[config.mk]
export PLATFORM = sky130hd
export DESIGN_NAME = s_read_fetcher
export DESIGN_NICKNAME = d
export VERILOG_FILES = /design/src/rtl/s_read_fetcher.sv
export SDC_FILE = /design/constraint.sdc
export NUM_CORES = 1
export LEC_CHECK = 0
export CORE_ASPECT_RATIO = 1.2
export CORE_UTILIZATION = 30
export DETAILED_ROUTE_END_ITERATION = 10
export GPL_TIMING_DRIVEN = 1
export SLEW_MARGIN = 10
export SYNTH_ARGS = -nofsm -noshare
export SYNTH_HDL_FRONTEND = slang
export SYNTH_SLANG_ARGS = --single-unit
[constraint.sdc]
create_clock -name Sclk -period 8.08 [get_ports Sclk]
set_clock_uncertainty 0.1 [all_clocks]
set_input_delay 1.616 -clock Sclk [delete_from_list [all_inputs] [get_ports Sclk]]
set_output_delay 1.616 -clock Sclk [all_outputs]
set_load 0.03 [all_outputs]
[src/rtl/s_read_fetcher.sv]
// s_read_fetcher: S-bus read master. Streams word_cnt words starting at
// base_addr into a local FIFO and presents them on a valid/ready stream.
// Requests are only issued while outstanding + buffered words leave room in
// the FIFO, so returned data can always be accepted.
module s_read_fetcher #(
    parameter int ADDR_W     = 32,
    parameter int DATA_W     = 64,
    parameter int FIFO_DEPTH = 8,
    parameter int ADDR_STEP  = 8
) (
    input  logic              Sclk,
    input  logic              Sreset,
    input  logic              start,
    input  logic [ADDR_W-1:0] base_addr,
    input  logic [15:0]       word_cnt,
    output logic              busy,
    output logic              done,
    output logic              Srrequest,
    input  logic              Srack,
    output logic [ADDR_W-1:0] Sraddr,
    input  logic              Srstrobe,
    input  logic [DATA_W-1:0] Srdata,
    output logic              out_valid,
    input  logic              out_ready,
    output logic [DATA_W-1:0] out_data,
    output logic              out_last,
    output logic              BAD
);

    localparam int PTR_W = $clog2(FIFO_DEPTH);
    localparam int CNT_W = PTR_W + 1;
    localparam logic [CNT_W:0] DEPTH_C = (CNT_W+1)'(FIFO_DEPTH);

    localparam logic [1:0] S_IDLE  = 2'd0;
    localparam logic [1:0] S_ISSUE = 2'd1;
    localparam logic [1:0] S_DRAIN = 2'd2;
    localparam logic [1:0] S_DONE  = 2'd3;

    logic [1:0]        state;
    logic [ADDR_W-1:0] addr;
    logic [15:0]       remaining;
    logic [15:0]       job_cnt;
    logic [15:0]       pop_cnt;
    logic [CNT_W-1:0]  outstanding;
    logic [CNT_W-1:0]  fifo_count;
    logic [PTR_W-1:0]  wr_ptr;
    logic [PTR_W-1:0]  rd_ptr;
    logic [DATA_W-1:0] mem [FIFO_DEPTH];
    logic              bad;

    logic [CNT_W:0]    inflight;
    logic              have_credit;
    logic              start_ok;
    logic              accept;
    logic              stb_ok;
    logic              stb_err;
    logic              pop;

    // Credit uses registered counts only. Since the sum only grows on an
    // accept, a raised request cannot lose its credit before Srack.
    assign inflight    = {1'b0, outstanding} + {1'b0, fifo_count};
    assign have_credit = inflight < DEPTH_C;
    assign start_ok    = (state == S_IDLE) && start;
    assign Srrequest   = (state == S_ISSUE) && have_credit;
    assign accept      = Srrequest && Srack;
    assign stb_ok      = Srstrobe && (outstanding != '0);
    assign stb_err     = Srstrobe && (outstanding == '0);
    assign out_valid   = (fifo_count != '0);
    assign pop         = out_valid && out_ready;

    assign Sraddr   = addr;
    assign busy     = (state == S_ISSUE) || (state == S_DRAIN);
    assign done     = (state == S_DONE);
    assign out_data = mem[rd_ptr];
    assign out_last = out_valid && (pop_cnt == job_cnt - 16'd1);
    assign BAD      = bad;

    // Job sequencing: IDLE -> ISSUE -> DRAIN -> DONE -> IDLE.
    always_ff @(posedge Sclk or negedge Sreset) begin
        if (!Sreset) begin
            state <= S_IDLE;
        end else begin
            case (state)
                S_IDLE:  if (start) state <= (word_cnt == 16'd0) ? S_DONE : S_ISSUE;
                S_ISSUE: if (accept && remaining == 16'd1) state <= S_DRAIN;
                S_DRAIN: if (outstanding == '0 && fifo_count == '0 && pop_cnt == job_cnt)
                             state <= S_DONE;
                default: state <= S_IDLE;
            endcase
        end
    end

    // Request address, job counters and the sticky protocol-error flag.
    always_ff @(posedge Sclk or negedge Sreset) begin
        if (!Sreset) begin
            addr      <= '0;
            remaining <= '0;
            job_cnt   <= '0;
            pop_cnt   <= '0;
            bad       <= 1'b0;
        end else begin
            if (start_ok) begin
                addr      <= base_addr;
                remaining <= word_cnt;
                job_cnt   <= word_cnt;
            end else if (accept) begin
                addr      <= addr + ADDR_W'(ADDR_STEP);
                remaining <= remaining - 16'd1;
            end
            if (start_ok)
                pop_cnt <= '0;
            else if (pop)
                pop_cnt <= pop_cnt + 16'd1;
            if (start_ok)
                bad <= 1'b0;
            else if (stb_err)
                bad <= 1'b1;
        end
    end

    // Outstanding requests, FIFO occupancy and pointers.
    always_ff @(posedge Sclk or negedge Sreset) begin
        if (!Sreset) begin
            outstanding <= '0;
            fifo_count  <= '0;
            wr_ptr      <= '0;
            rd_ptr      <= '0;
        end else begin
            case ({accept, stb_ok})
                2'b10:   outstanding <= outstanding + 1'b1;
                2'b01:   outstanding <= outstanding - 1'b1;
                default: outstanding <= outstanding;
            endcase
            case ({stb_ok, pop})
                2'b10:   fifo_count <= fifo_count + 1'b1;
                2'b01:   fifo_count <= fifo_count - 1'b1;
                default: fifo_count <= fifo_count;
            endcase
            if (stb_ok) wr_ptr <= wr_ptr + 1'b1;
            if (pop)    rd_ptr <= rd_ptr + 1'b1;
        end
    end

    // FIFO storage; contents are don't-care while empty, so no reset.
    always_ff @(posedge Sclk) begin
        if (stb_ok) mem[wr_ptr] <= Srdata;
    end

endmodule

==> impl_metrics.yaml <==
clocking:
  cts_root_buffer: "clkbuf_16"
  numClockSinks: 609
  h-tree-depth: 3
  cts_tree: "built"
  clock_latency_ps: 600
  clk_pin_slew_ps: 60
  numCtsBuffers: 66
  cts.path.max_buffers: 3
  postCtsHoldBufs: 0
  cts_resized: 0
  post-cts-setup-buffers: 0
cells_and_area:
  final_common_cell: "edfxtp_1"
  nFillCells: 7513
  drive_above_1_share_pct: 19.7
  final_nets: 1759
  final_cell_mix: "512 x edfxtp_1, 218 x clkdlybuf4s50_1, 128 x mux4_2"
  multi_input_area_mm2: 0.00668
  diodes: 0
  seq_area_mm2: 0.0178
  area_growth_pct: 22.8
  design_area_mm2: 0.0304
critical_path:
  required_ps: 6360
  cp-start-kind: "flip-flop"
  cp-end-kind: "primary output"
  cp_slowest_cell: "clkdlybuf4s50_1"
  cp.arrival_ps: 4090
  crit_path_max_fanout: 7
  critical_path_class: "reg -> out"
  crit_chain: "inv_1, ha_1, or4b_4, or3_4, or3b_1, a211oi_2, o31ai_1, nor4_2, clkdlybuf4s50_1"
  cpPeakStageDelay_ps: 780
hold_path:
  hold_path_class: "reg -> reg"
place:
  io_buffers: 219
  placed_cell_area_mm2: 0.0282
  dp_hpwl_um: 32400
  dpl_worst_slack_ps: 2910
  gp_congestion: 0.836
outcome:
  status: "finished clean"
drt:
  route.detailed.drc: 0
  vias: 13020
  drt.antenna.violating_nets: 0
  firstDrtPassIters: 5
  drt-initial-drc-count: 714
  routed_wl_um: 55800
  wl_per_cell_um: 20.5
  avgViaCountPerCell: 4.78
grt:
  grt_max_degree: 74
  grt_usage_pct: 13.4
  use_met2_pct: 23.5
  grtUsageMet3_pct: 3.05
  grt_pass1_vias: 13929
  met1_usage_pct: 16.3
  grt_pass1_wl_um: 84700
  grt_overflow: 0
  antenna_found_initial: 4
  grt-busiest-layer: "met2"
logic_synthesis:
  ys_ff_latch: 609
  avgSynthCellArea_um2: 18.0
  synth_area_mm2: 0.0247
  synth.yosys.seq_area_share_pct: 72.0
  synthCells: 1374
  yosys_warnings: 0
  ys_types: 54
  synthFlopType: "edfxtp_1"
  synthesis.nets: 1514
  synthArstFlopShare_pct: 15.9
  synth-edff-count: 512
pwr:
  vdd_ir_drop_max_mv: 0.193
  p_leak_uw: 0.0101
  p_per_area_mw_per_mm2: 382
  power_uw: 11600
sta:
  maxSlewHeadroom_pct: 29.5
  rsz0062_at_grt: "no"
  fin_crit_sh_pct: 71.8
  max_clock_freq_mhz: 172
  tightest_slew_ps: 1060
  hold_violations: 0
  setup-tns-final_ps: 0
  slew_violations: 0
  finalSetupViolations: 0
  layout_setup_ws_ps: 2280
  period_needed_ps: 5800
floorplan:
  rows: 115
  die_area_mm2: 0.0836
  initial_utilization_pct: 30.2
  dieHeight_um: 317
  io_pins: 220
  die_w_um: 264
  core_mm2: 0.0819
flow_run:
  cap_viol_max_count: 0
metal layers:
layer / vias to the layer above / wire, um
met3: 77 / 3110
met2: 327 / 28300
met5: - / 60
met4: 8 / 1120
met1: 6731 / 23200
li1: 5877 / -
layout make-up:
cell class | count | share of cell area (%)
Sequential cell | 609 | 58.7
Multi-Input combinational cell | 684 | 22.0
Timing Repair Buffer | 235 | 7.69
Clock buffer | 88 | 6.16
Tap cell | 1053 | 4.34
Clock inverter | 31 | 0.894
Inverter | 23 | 0.284
cells in the mapped netlist, types with 5 or more instances:
library cell  count  share of area (%)
nand4_1          14               0.35
and3_1            7               0.18
edfxtp_1        512                 62
or3_1            12               0.30
a21oi_1          14               0.28
ha_1             20                1.0
dfrtp_1          97                9.8
inv_1            21               0.32
clkbuf_1         35               0.53
nor2_1           50               0.76
mux4_2          128                 12
nor3_1           18               0.36
xnor2_1          43                1.5
mux2_2           66                3.0
nand3_1          18               0.36
o21ai_0          52                1.1
nand2b_1          5               0.13
xor2_1           45                1.6
mux2i_1           5               0.20
nor2b_1           5               0.13
nor4_1           13               0.33
buf_1            18               0.27
nand2_1         123                1.9
cells by family (layout without fill, tap and decap cells):
| group | count (synthesis) | after routing | synth area share, % |
|---|---|---|---|
| muxes | 199 | 199 | 14.9 |
| and+or+nand+nor | 289 | 289 | 5.60 |
| xor gates and xnor gates | 88 | 88 | 3.12 |
| adders and majority gates | 22 | 22 | 1.17 |
| buffers and inverters | 81 | 377 | 1.28 |
| DFF | 609 | 609 | 72.0 |
| AOI/OAI and AO/OA | 86 | 86 | 2.01 |
state kept, by name, indices dropped and copies added (netlist names):
name / cells
fifo_count: 4
pop_cnt: 16
outstanding: 4
job_cnt: 16
Sraddr: 32
state: 2
mem: 512
remaining: 16
rd_ptr: 3
wr_ptr: 3
BAD: 1
worst paths after layout:
kind,to,slack [ps],from,cells after the start
max,out_last,2280,job_cnt[1],9
min,Sraddr[2],390,Sraddr[2],2
max reg2reg,outstanding[3],4530,fifo_count[3],11
min reg2reg,Sraddr[2],390,Sraddr[2],2
max in group asynchronous,Sraddr[31],5810,Sreset,2
min in group asynchronous,remaining[9],910,Sreset,1
metrics by stage:
step / hold WS (ps) / instances / utilization, %
floorplan: 366 / 1374 / -
global placement: 361 / 2604 / 34.5
detailed placement: 371 / 2604 / 34.5
CTS: 396 / 2723 / 37.1
global route: 413 / 2723 / 37.1
finish: 392 / 2723 / 37.1
worst max-delay path, delay by kind of cell (launching register included):
kind | cells | cell delay (ps)
fa+ha+maj | 1 | 280
flops | 1 | 410
simple gates | 4 | 1580
buf+inv | 2 | 890
compound gates | 2 | 330
report_power, final:
part           internal [uW]  total (uW)  switching [uW]
registers               4020        4530             509
clock network           1760        2970            1210
logic                   1900        4100            2200
(Power assumes the default switching activity.)
